$ cat config.mk
export PLATFORM = sky130hd
export DESIGN_NAME = csa_accumulator
export DESIGN_NICKNAME = d
export VERILOG_FILES = /design/src/rtl/csa_accumulator_pkg.sv /design/src/rtl/csa_acc_outreg.sv /design/src/rtl/csa_accumulator.sv
export SDC_FILE = /design/constraint.sdc
export NUM_CORES = 1
export LEC_CHECK = 0
export CAP_MARGIN = 5
export CORE_MARGIN = 4
export CORE_UTILIZATION = 32
export DETAILED_ROUTE_END_ITERATION = 8
export GPL_ROUTABILITY_DRIVEN = 0
export GPL_TIMING_DRIVEN = 0
export PLACE_DENSITY = 0.59
export SLEW_MARGIN = 20
export SYNTH_ARGS = -nofsm -noshare
export SYNTH_HDL_FRONTEND = slang
export SYNTH_SLANG_ARGS = --single-unit
$ cat constraint.sdc
create_clock -name clk -period 5.8 [get_ports clk]
set_input_delay 0.58 -clock clk [delete_from_list [all_inputs] [get_ports clk]]
set_output_delay 0.58 -clock clk [all_outputs]
set_load 0.05 [all_outputs]
$ cat src/rtl/csa_accumulator_pkg.sv
// Shared CNN datapath helpers: width relations, clog2, and the shift-then-clip
// used by post-adder stages.
package csa_accumulator_pkg;

    localparam int SAT_MAXW = 64;

    typedef enum logic {
        ST_IDLE = 1'b0,
        ST_ACC  = 1'b1
    } acc_state_t;

    typedef struct packed {
        logic [SAT_MAXW-1:0] val;
        logic                sat;
    } sat_res_t;

    // Ceiling log2; 0 for n <= 1 so a single-beat group needs no counter bits.
    function automatic int clog2(input int n);
        int r;
        r = 0;
        while ((1 << r) < n) begin
            r++;
        end
        return r;
    endfunction

    // Width of carry_save_adder's {cout, sum} result.
    function automatic int csa_sum_width(input int w, input int e);
        return w + e + 1;
    endfunction

    function automatic sat_res_t sat_shift(input logic [SAT_MAXW-1:0] total,
                                           input int sh, input int ow);
        logic [SAT_MAXW-1:0] shifted;
        logic [SAT_MAXW-1:0] lim;
        sat_res_t            r;
        shifted = total >> sh;
        lim     = (SAT_MAXW'(1) << ow) - SAT_MAXW'(1);
        r.sat   = (shifted > lim);
        r.val   = r.sat ? lim : shifted;
        return r;
    endfunction

endpackage

$ cat src/rtl/csa_acc_outreg.sv
// Valid/ready output register for csa_accumulator; loads one cycle after the final beat.
// Backpressure: stalls only the final beat while full and not draining (load+consume has no bubble).
module csa_acc_outreg #(
    parameter int OW = 8
) (
    input  logic          clk,
    input  logic          rst,
    input  logic          load_vld,
    input  logic [OW-1:0] load_dat,
    input  logic          load_sat,
    input  logic          last_beat,
    input  logic          out_ready,
    output logic          in_ready,
    output logic          out_valid,
    output logic [OW-1:0] out_data,
    output logic          out_sat
);

    logic          out_valid_q, out_valid_d;
    logic [OW-1:0] out_data_q, out_data_d;
    logic          out_sat_q, out_sat_d;

    assign in_ready = !(last_beat && out_valid_q && !out_ready);

    always_comb begin
        out_valid_d = out_valid_q;
        out_data_d  = out_data_q;
        out_sat_d   = out_sat_q;
        if (load_vld) begin
            out_valid_d = 1'b1;
            out_data_d  = load_dat;
            out_sat_d   = load_sat;
        end else if (out_ready) begin
            out_valid_d = 1'b0;
        end
    end

    always_ff @(posedge clk) begin
        if (rst) begin
            out_valid_q <= 1'b0;
            out_data_q  <= '0;
            out_sat_q   <= 1'b0;
        end else begin
            out_valid_q <= out_valid_d;
            out_data_q  <= out_data_d;
            out_sat_q   <= out_sat_d;
        end
    end

    assign out_valid = out_valid_q;
    assign out_data  = out_data_q;
    assign out_sat   = out_sat_q;

endmodule

$ cat src/rtl/csa_accumulator.sv
// Sums K consecutive CSA results, shifts right by SH, saturates to OW bits.
// Result registered one cycle after the final beat; only the final beat stalls on a full output.
module csa_accumulator
    import csa_accumulator_pkg::*;
#(
    parameter int W  = 4,
    parameter int E  = 3,
    parameter int K  = 4,
    parameter int SH = 0,
    parameter int OW = 8
) (
    input  logic                          clk,
    input  logic                          rst,
    input  logic                          in_valid,
    output logic                          in_ready,
    input  logic [csa_sum_width(W, E)-1:0] in_sum,
    output logic                          out_valid,
    input  logic                          out_ready,
    output logic [OW-1:0]                 out_data,
    output logic                          out_sat
);

    localparam int SW   = csa_sum_width(W, E);
    localparam int CW   = clog2(K);
    localparam int CNTW = (CW == 0) ? 1 : CW;
    localparam int AW   = SW + CW;
    localparam logic [CNTW-1:0] CNT_LAST = CNTW'(K - 1);

    logic [AW-1:0]   acc_q, acc_d, total;
    logic [CNTW-1:0] cnt_q, cnt_d;
    acc_state_t      state_q, state_d;
    logic            last_beat, accept, final_beat;
    sat_res_t        sat_res;
    logic [OW-1:0]   load_dat;

    assign last_beat  = (cnt_q == CNT_LAST);
    assign accept     = in_valid & in_ready;
    assign final_beat = accept & last_beat;
    // AW already covers K full-scale beats, so the sum cannot wrap.
    assign total      = acc_q + AW'(in_sum);
    assign sat_res    = sat_shift(SAT_MAXW'(total), SH, OW);
    assign load_dat   = OW'(sat_res.val);

    always_comb begin
        acc_d   = acc_q;
        cnt_d   = cnt_q;
        state_d = state_q;
        if (accept) begin
            if (last_beat) begin
                acc_d   = '0;
                cnt_d   = '0;
                state_d = ST_IDLE;
            end else begin
                acc_d   = total;
                cnt_d   = cnt_q + CNTW'(1);
                state_d = ST_ACC;
            end
        end
    end

    always_ff @(posedge clk) begin
        if (rst) begin
            acc_q   <= '0;
            cnt_q   <= '0;
            state_q <= ST_IDLE;
        end else begin
            acc_q   <= acc_d;
            cnt_q   <= cnt_d;
            state_q <= state_d;
        end
    end

    csa_acc_outreg #(
        .OW(OW)
    ) u_outreg (
        .clk      (clk),
        .rst      (rst),
        .load_vld (final_beat),
        .load_dat (load_dat),
        .load_sat (sat_res.sat),
        .last_beat(last_beat),
        .out_ready(out_ready),
        .in_ready (in_ready),
        .out_valid(out_valid),
        .out_data (out_data),
        .out_sat  (out_sat)
    );

endmodule
* Word level (Yosys, flattened, before mapping)
Index checks and enable logic that the tools add are counted.
** Storage, ports and cells
- Bits in registers :: 22
- Output and inout bits :: 11
** Cells by class
- Equality and inequality tests :: 1
- $add $sub $neg :: 2
- Mux-type cells :: 5
- Reductions and logical operators :: 5
- Bitwise logic cells :: 2
- Order comparisons :: 1
** Operator list (number)
- $add A10 B8 Y10 :: 1
- $gt A10 B8 Y1 const B :: 1
- $mux W10 :: 1
- $mux W8 :: 1
- $add A2 B1 Y2 const B :: 1
- $and A1 B1 Y1 :: 2
- $eq A2 B2 Y1 const B :: 1
- $logic_and A1 B1 Y1 :: 2
- $logic_not A1 Y1 :: 2
- $mux W1 :: 2
- $mux W2 :: 1
- $reduce_bool A2 Y1 :: 1

* Logic depth before layout (Yosys ltp)
Gate-level depths: netlist (run 1).
- Depth after elaboration :: 7
- Gate-level depth with buffers :: 7
- Mapped depth without buffers :: 7

* By module
Synthesis (run 1) repeated with hierarchy kept, for this count alone.
** Second synthesis, totals
- Cells, all modules :: 147
- Area, all modules :: 1311.3 um^2
** Modules (own cells, without submodules)
- csa_accumulator :: seq. area each 240.2 um^2, instances 1, area each 948.4 um^2, cells each 113
- csa_acc_outreg :: seq. area each 200.2 um^2, instances 1, area each 362.8 um^2, cells each 34

* Least setup slack after synthesis (run 1)
No wires, ideal clock.
- Kind :: input to register
- Start point :: input port in_sum[0]
- End point :: register u_outreg.out_data_q[0], in the netlist u_outreg.out_data[0]
- Data arrival time :: 2.217 ns
- Path buffers :: 0
- Library setup time :: 0.141 ns
- Cell stages on the path :: 7
- Setup slack :: 3.442 ns
- Required time :: 5.659 ns
- Cells stage by stage :: ha_1 -> fa_1 -> a211oi_1 -> nor3_1 -> mux2i_1 -> a211oi_4 -> a311oi_1
** On the way
- Cells in the longest elaborated chain, start to end :: 3
** RTL lines
- start, declared :: RTL line csa_accumulator.sv:16 : input logic [csa_sum_width(W, E)-1:0] in_sum,
- $add A10 B8 Y10 (*) :: RTL line csa_accumulator.sv:40 : assign total = acc_q + AW'(in_sum);
- $gt A10 B8 Y1 :: RTL line csa_accumulator_pkg.sv:39 : r.sat = (shifted > lim);
- $mux W8 (*) :: RTL line csa_accumulator_pkg.sv:40 : r.val = r.sat ? lim : shifted;
- end signal, assigned :: RTL line csa_acc_outreg.sv:45 : out_data_q <= out_data_d;
- end, declared :: RTL line csa_acc_outreg.sv:20 : logic [OW-1:0] out_data_q, out_data_d;
Mark *: on every way between the ends. The rest lies on a longest branch, timed or not.
A chain may end at the register's enable or synchronous reset.

* Worst setup path after layout (run 1)
- Start point :: input port in_sum[0]
- End point :: register u_outreg.out_data_q[7], in the netlist u_outreg.out_data[7]
Same word-level chain as after synthesis.

==> results.sh, run 1 <==
export IMPL_status="finished, final reports clean"
export IMPL_period_minus_slack_ns=2.812
export IMPL_whs_endpoint="acc_q[0]"
export IMPL_diodes=0
export IMPL_critPathMaxStageDelay_ns=0.45
export IMPL_r2r_cells=7
export IMPL_start_util_pct=33.79
export IMPL_cts_htree_levels=1
export IMPL_synthDistinctLibCells=39
export IMPL_syn_instance_count=145
export IMPL_cp_top_family="compound AO/OA/AOI/OAI gates"
export IMPL_syn_to_final_growth_pct=27.79
export IMPL_dieHeight_um=70.87
export IMPL_ant_nets=0
export IMPL_rsz0062_at_grt="false"
export IMPL_wl_per_cell_um=14.04
export IMPL_dp_hpwl_um=2408
export IMPL_die_x_um=70.87
export IMPL_power_uw=434.8
export IMPL_fmax_mhz=355.6
export IMPL_clk_insertion_delay_late_ns=0.27
export IMPL_slowest_stage="a211oi_4"
export IMPL_setup_tns_ns=0
export IMPL_vdd_ir_drop_max_mv=0.07890
export IMPL_slew_violations=0
export IMPL_arrival_ns=2.94
export IMPL_crit_chain="clkdlybuf4s50_1 -> ha_1 -> fa_1 -> a211oi_1 -> nor3_1 -> mux2i_1 -> a211oi_4 -> a311oi_1"
export IMPL_nFillCells=392
export IMPL_vias=1181
export IMPL_ioPinCount=23
export IMPL_grtUsageTotal_pct=12.84
export IMPL_clock_sinks=22
export IMPL_tightest_slew_ns=0.5384
export IMPL_worstPathRequired_ns=5.93
export IMPL_synth_seq_area_share_pct=34.82
export IMPL_crit_type="in2reg"
export IMPL_synth_top_cells_by_area="dfxtp_1, ha_1, nor2_1"
export IMPL_synth_avg_cell_area_sq_um=8.724
export IMPL_clk_pin_slew_ns=0.08
export IMPL_grt_max_degree=14
export IMPL_synth_nets=167
export IMPL_min_period_over_period_pct=48.49
export IMPL_seq_area_sq_um=440.4
export IMPL_hold_viol_final=0
export IMPL_dieArea_sq_um=5023
export IMPL_netlist_area_leader_share_pct=34.82
export IMPL_drive_gt1_share_pct=6.433
export IMPL_critPathLaunchType="input port"
export IMPL_worstPathMaxFanout=9
export IMPL_rrSetupSlack_ns=3.43
export IMPL_final_nets=194
export IMPL_cts_inserted_buffers=3
export IMPL_crit_cells=8
export IMPL_antenna_found_initial=0
export IMPL_worstReg2RegEnd="u_outreg.out_data[7]"
export IMPL_via_per_inst=5.393
export IMPL_path_buf_inv=1
export IMPL_power_density_nw_per_um2=269.0
export IMPL_ys_ff_latch=22
export IMPL_maxCapViolCount=0
export IMPL_grt_pass1_vias=1145
export IMPL_hold_depth=2
export IMPL_r2r_start="acc_q[0]"
export IMPL_grt_ovfl_total=0
export IMPL_drc_errors=0
export IMPL_cts_resized_gates=0
export IMPL_drt_iter0_drc=59
export IMPL_slew_headroom_pct=64.11
export IMPL_setup_violations_final=0
export IMPL_hold_path_class="reg2reg"
export IMPL_clock_path_buffers=2
export IMPL_grt_pass1_wl_um=5202
export IMPL_numPortBuffers=22
export IMPL_min_from="acc_q[0]"
export IMPL_hold_buffers=0
export IMPL_routed_wl_um=3075
export IMPL_yosys_area_top_type="dfxtp_1"
export IMPL_end_kind="register"
export IMPL_cts_tree="built"
export IMPL_drtPass1Iterations=4
export IMPL_syn_area_sq_um=1265
export IMPL_leakagePower_nw=0.5951
export IMPL_multiInputGateArea_sq_um=785.8
export IMPL_post_cts_buffers=0
export IMPL_fp_row_count=22
export IMPL_final_setup_skew_ns=0.001073
export IMPL_clockRootBuffer="clkbuf_8"
export IMPL_ys_warn_count=0
export IMPL_coreArea_sq_um=3744
==> worst max path at each step <==
stage,to,startpoint
after floorplan,u_outreg.out_data[0],in_sum[0]
after detailed placement,u_outreg.out_data[7],in_sum[0]
after CTS,u_outreg.out_data[7],in_sum[0]
after global placement,u_outreg.out_data[0],in_sum[0]
after global routing,u_outreg.out_data[7],in_sum[0]
final,u_outreg.out_data[7],in_sum[0]
==> cell usage in the layout (no fill, tap or decap), drive strengths merged, types with 2 or more instances in the layout <==
| cell | synthesis | final |
|---|---|---|
| xor2 | 3 | 3 |
| clkdlybuf4s50 | 0 | 22 |
| a21oi | 14 | 14 |
| clkbuf | 5 | 8 |
| a21o | 2 | 2 |
| nand2b | 5 | 5 |
| nor2 | 19 | 19 |
| nand3b | 2 | 2 |
| nor3 | 5 | 5 |
| ha | 9 | 9 |
| o21ai | 4 | 4 |
| nand2 | 9 | 9 |
| mux2i | 3 | 3 |
| nor2b | 2 | 2 |
| or3 | 4 | 4 |
| nand3 | 2 | 2 |
| inv | 4 | 4 |
| a211oi | 5 | 5 |
| dfxtp | 22 | 22 |
| a311oi | 8 | 8 |
| a2bb2oi | 4 | 4 |
==> synthesized netlist by cell type <==
master	count
dfxtp_1	22
nor2_1	19
a21oi_1	13
ha_1	9
nand2_1	9
a311oi_1	8
clkbuf_1	5
nand2b_1	5
nor3_1	5
a2bb2oi_1	4
inv_1	4
o21ai_0	4
mux2i_1	3
or3_1	3
xor2_1	3
a211oi_1	2
a211oi_2	2
nand3_1	2
nand3b_1	2
nor2b_1	2
a211o_1	1
a211oi_4	1
a21o_1	1
a21o_2	1
a21oi_2	1
a31oi_1	1
buf_2	1
fa_1	1
nand4_1	1
nand4b_1	1
o2111ai_1	1
o211ai_1	1
o21a_1	1
o21bai_1	1
o22ai_1	1
o311ai_1	1
o31ai_1	1
or3_4	1
xnor2_1	1
==> flip-flops by register name (all words and copies together), names as in the netlist <==
| register | count |
|---|---|
| u_outreg.out_data | 8 |
| u_outreg.out_valid | 1 |
| u_outreg.out_sat | 1 |
| acc_q | 10 |
| cnt_q | 2 |
==> where the power goes <==
part	internal, mW	leakage, nW	total (mW)	switching (mW)
registers	0.160	0.179	0.167	0.00628
logic	0.0534	0.380	0.124	0.0701
clock network	0.0923	0.0357	0.145	0.0523
total	0.306	0.595	0.435	0.129
==> metrics by stage <==
| stage | setup slack, ns | cell area [sq um] | hold WS, ns | utilization, % | instances |
|---|---|---|---|---|---|
| after global placement | 2.792 | 1545 | 0.4474 | 41.28 | 215 |
| after global routing | 2.837 | 1617 | 0.4874 | 43.18 | 219 |
| after CTS | 3.002 | 1617 | 0.4682 | 43.18 | 219 |
| after detailed placement | 2.710 | 1545 | 0.4552 | 41.28 | 215 |
| final | 2.988 | 1617 | 0.4623 | 43.18 | 219 |
| after floorplan | 3.443 | 1265 | 0.4356 | - | 145 |
==> worst min-delay path, delay by kind of cell, from the launching register on <==
kind               cells  cell delay [ns]
and+or+nand+nor        1             0.05
DFF                    1             0.32
AOI/OAI and AO/OA      1             0.05
==> layout make-up <==
type | count | share of cell area, %
Multi-Input combinational cell | 113 | 48.61
Clock inverter | 1 | 1.858
Tap cell | 48 | 3.715
Inverter | 4 | 0.9288
Sequential cell | 22 | 27.24
Buffer | 6 | 1.471
Timing Repair Buffer | 22 | 13.62
Clock buffer | 3 | 2.554
==> metal layers <==
layer / track usage, % / part of all wire, %
met2: 19.98 / 45
met1: 17.11 / 47
met3: 2.131 / 6.0
met5: 0 / 0
met4: 6.472 / 2.0
==> cells by family after synthesis <==
| group | Yosys count | synth area share [%] |
|---|---|---|
| AO/OA/AOI/OAI | 46 | 27.20 |
| XOR/XNOR | 4 | 2.770 |
| adder cells (fa/ha/maj) | 10 | 10.48 |
| buffers and inverters | 10 | 3.066 |
| flip-flops | 22 | 34.82 |
| multiplexers | 3 | 2.374 |
| AND/OR/NAND/NOR | 50 | 19.29 |
Note: power is estimated with default switching activity, not from simulation.
==> run 2, diff against run 1 <==
==> constraint.sdc (replaced) <==
create_clock -name clk -period 2.85 [get_ports clk]
set_input_delay 0.285 -clock clk [delete_from_list [all_inputs] [get_ports clk]]
set_output_delay 0.285 -clock clk [all_outputs]
set_load 0.05 [all_outputs]
==> results of run 2 <==
The final DEF is identical to that of run 1. Status: finished, final reports clean.
Main changes from that run: setup slack after placement 2.710 ns -> 0.05502 ns; setup slack after layout 2.988 ns -> 0.3326 ns; register-to-register setup slack 3.43 ns -> 0.48 ns; total power 0.4348 mW -> 0.8849 mW; worst IR drop on VDD 0.07890 mV -> 0.1606 mV
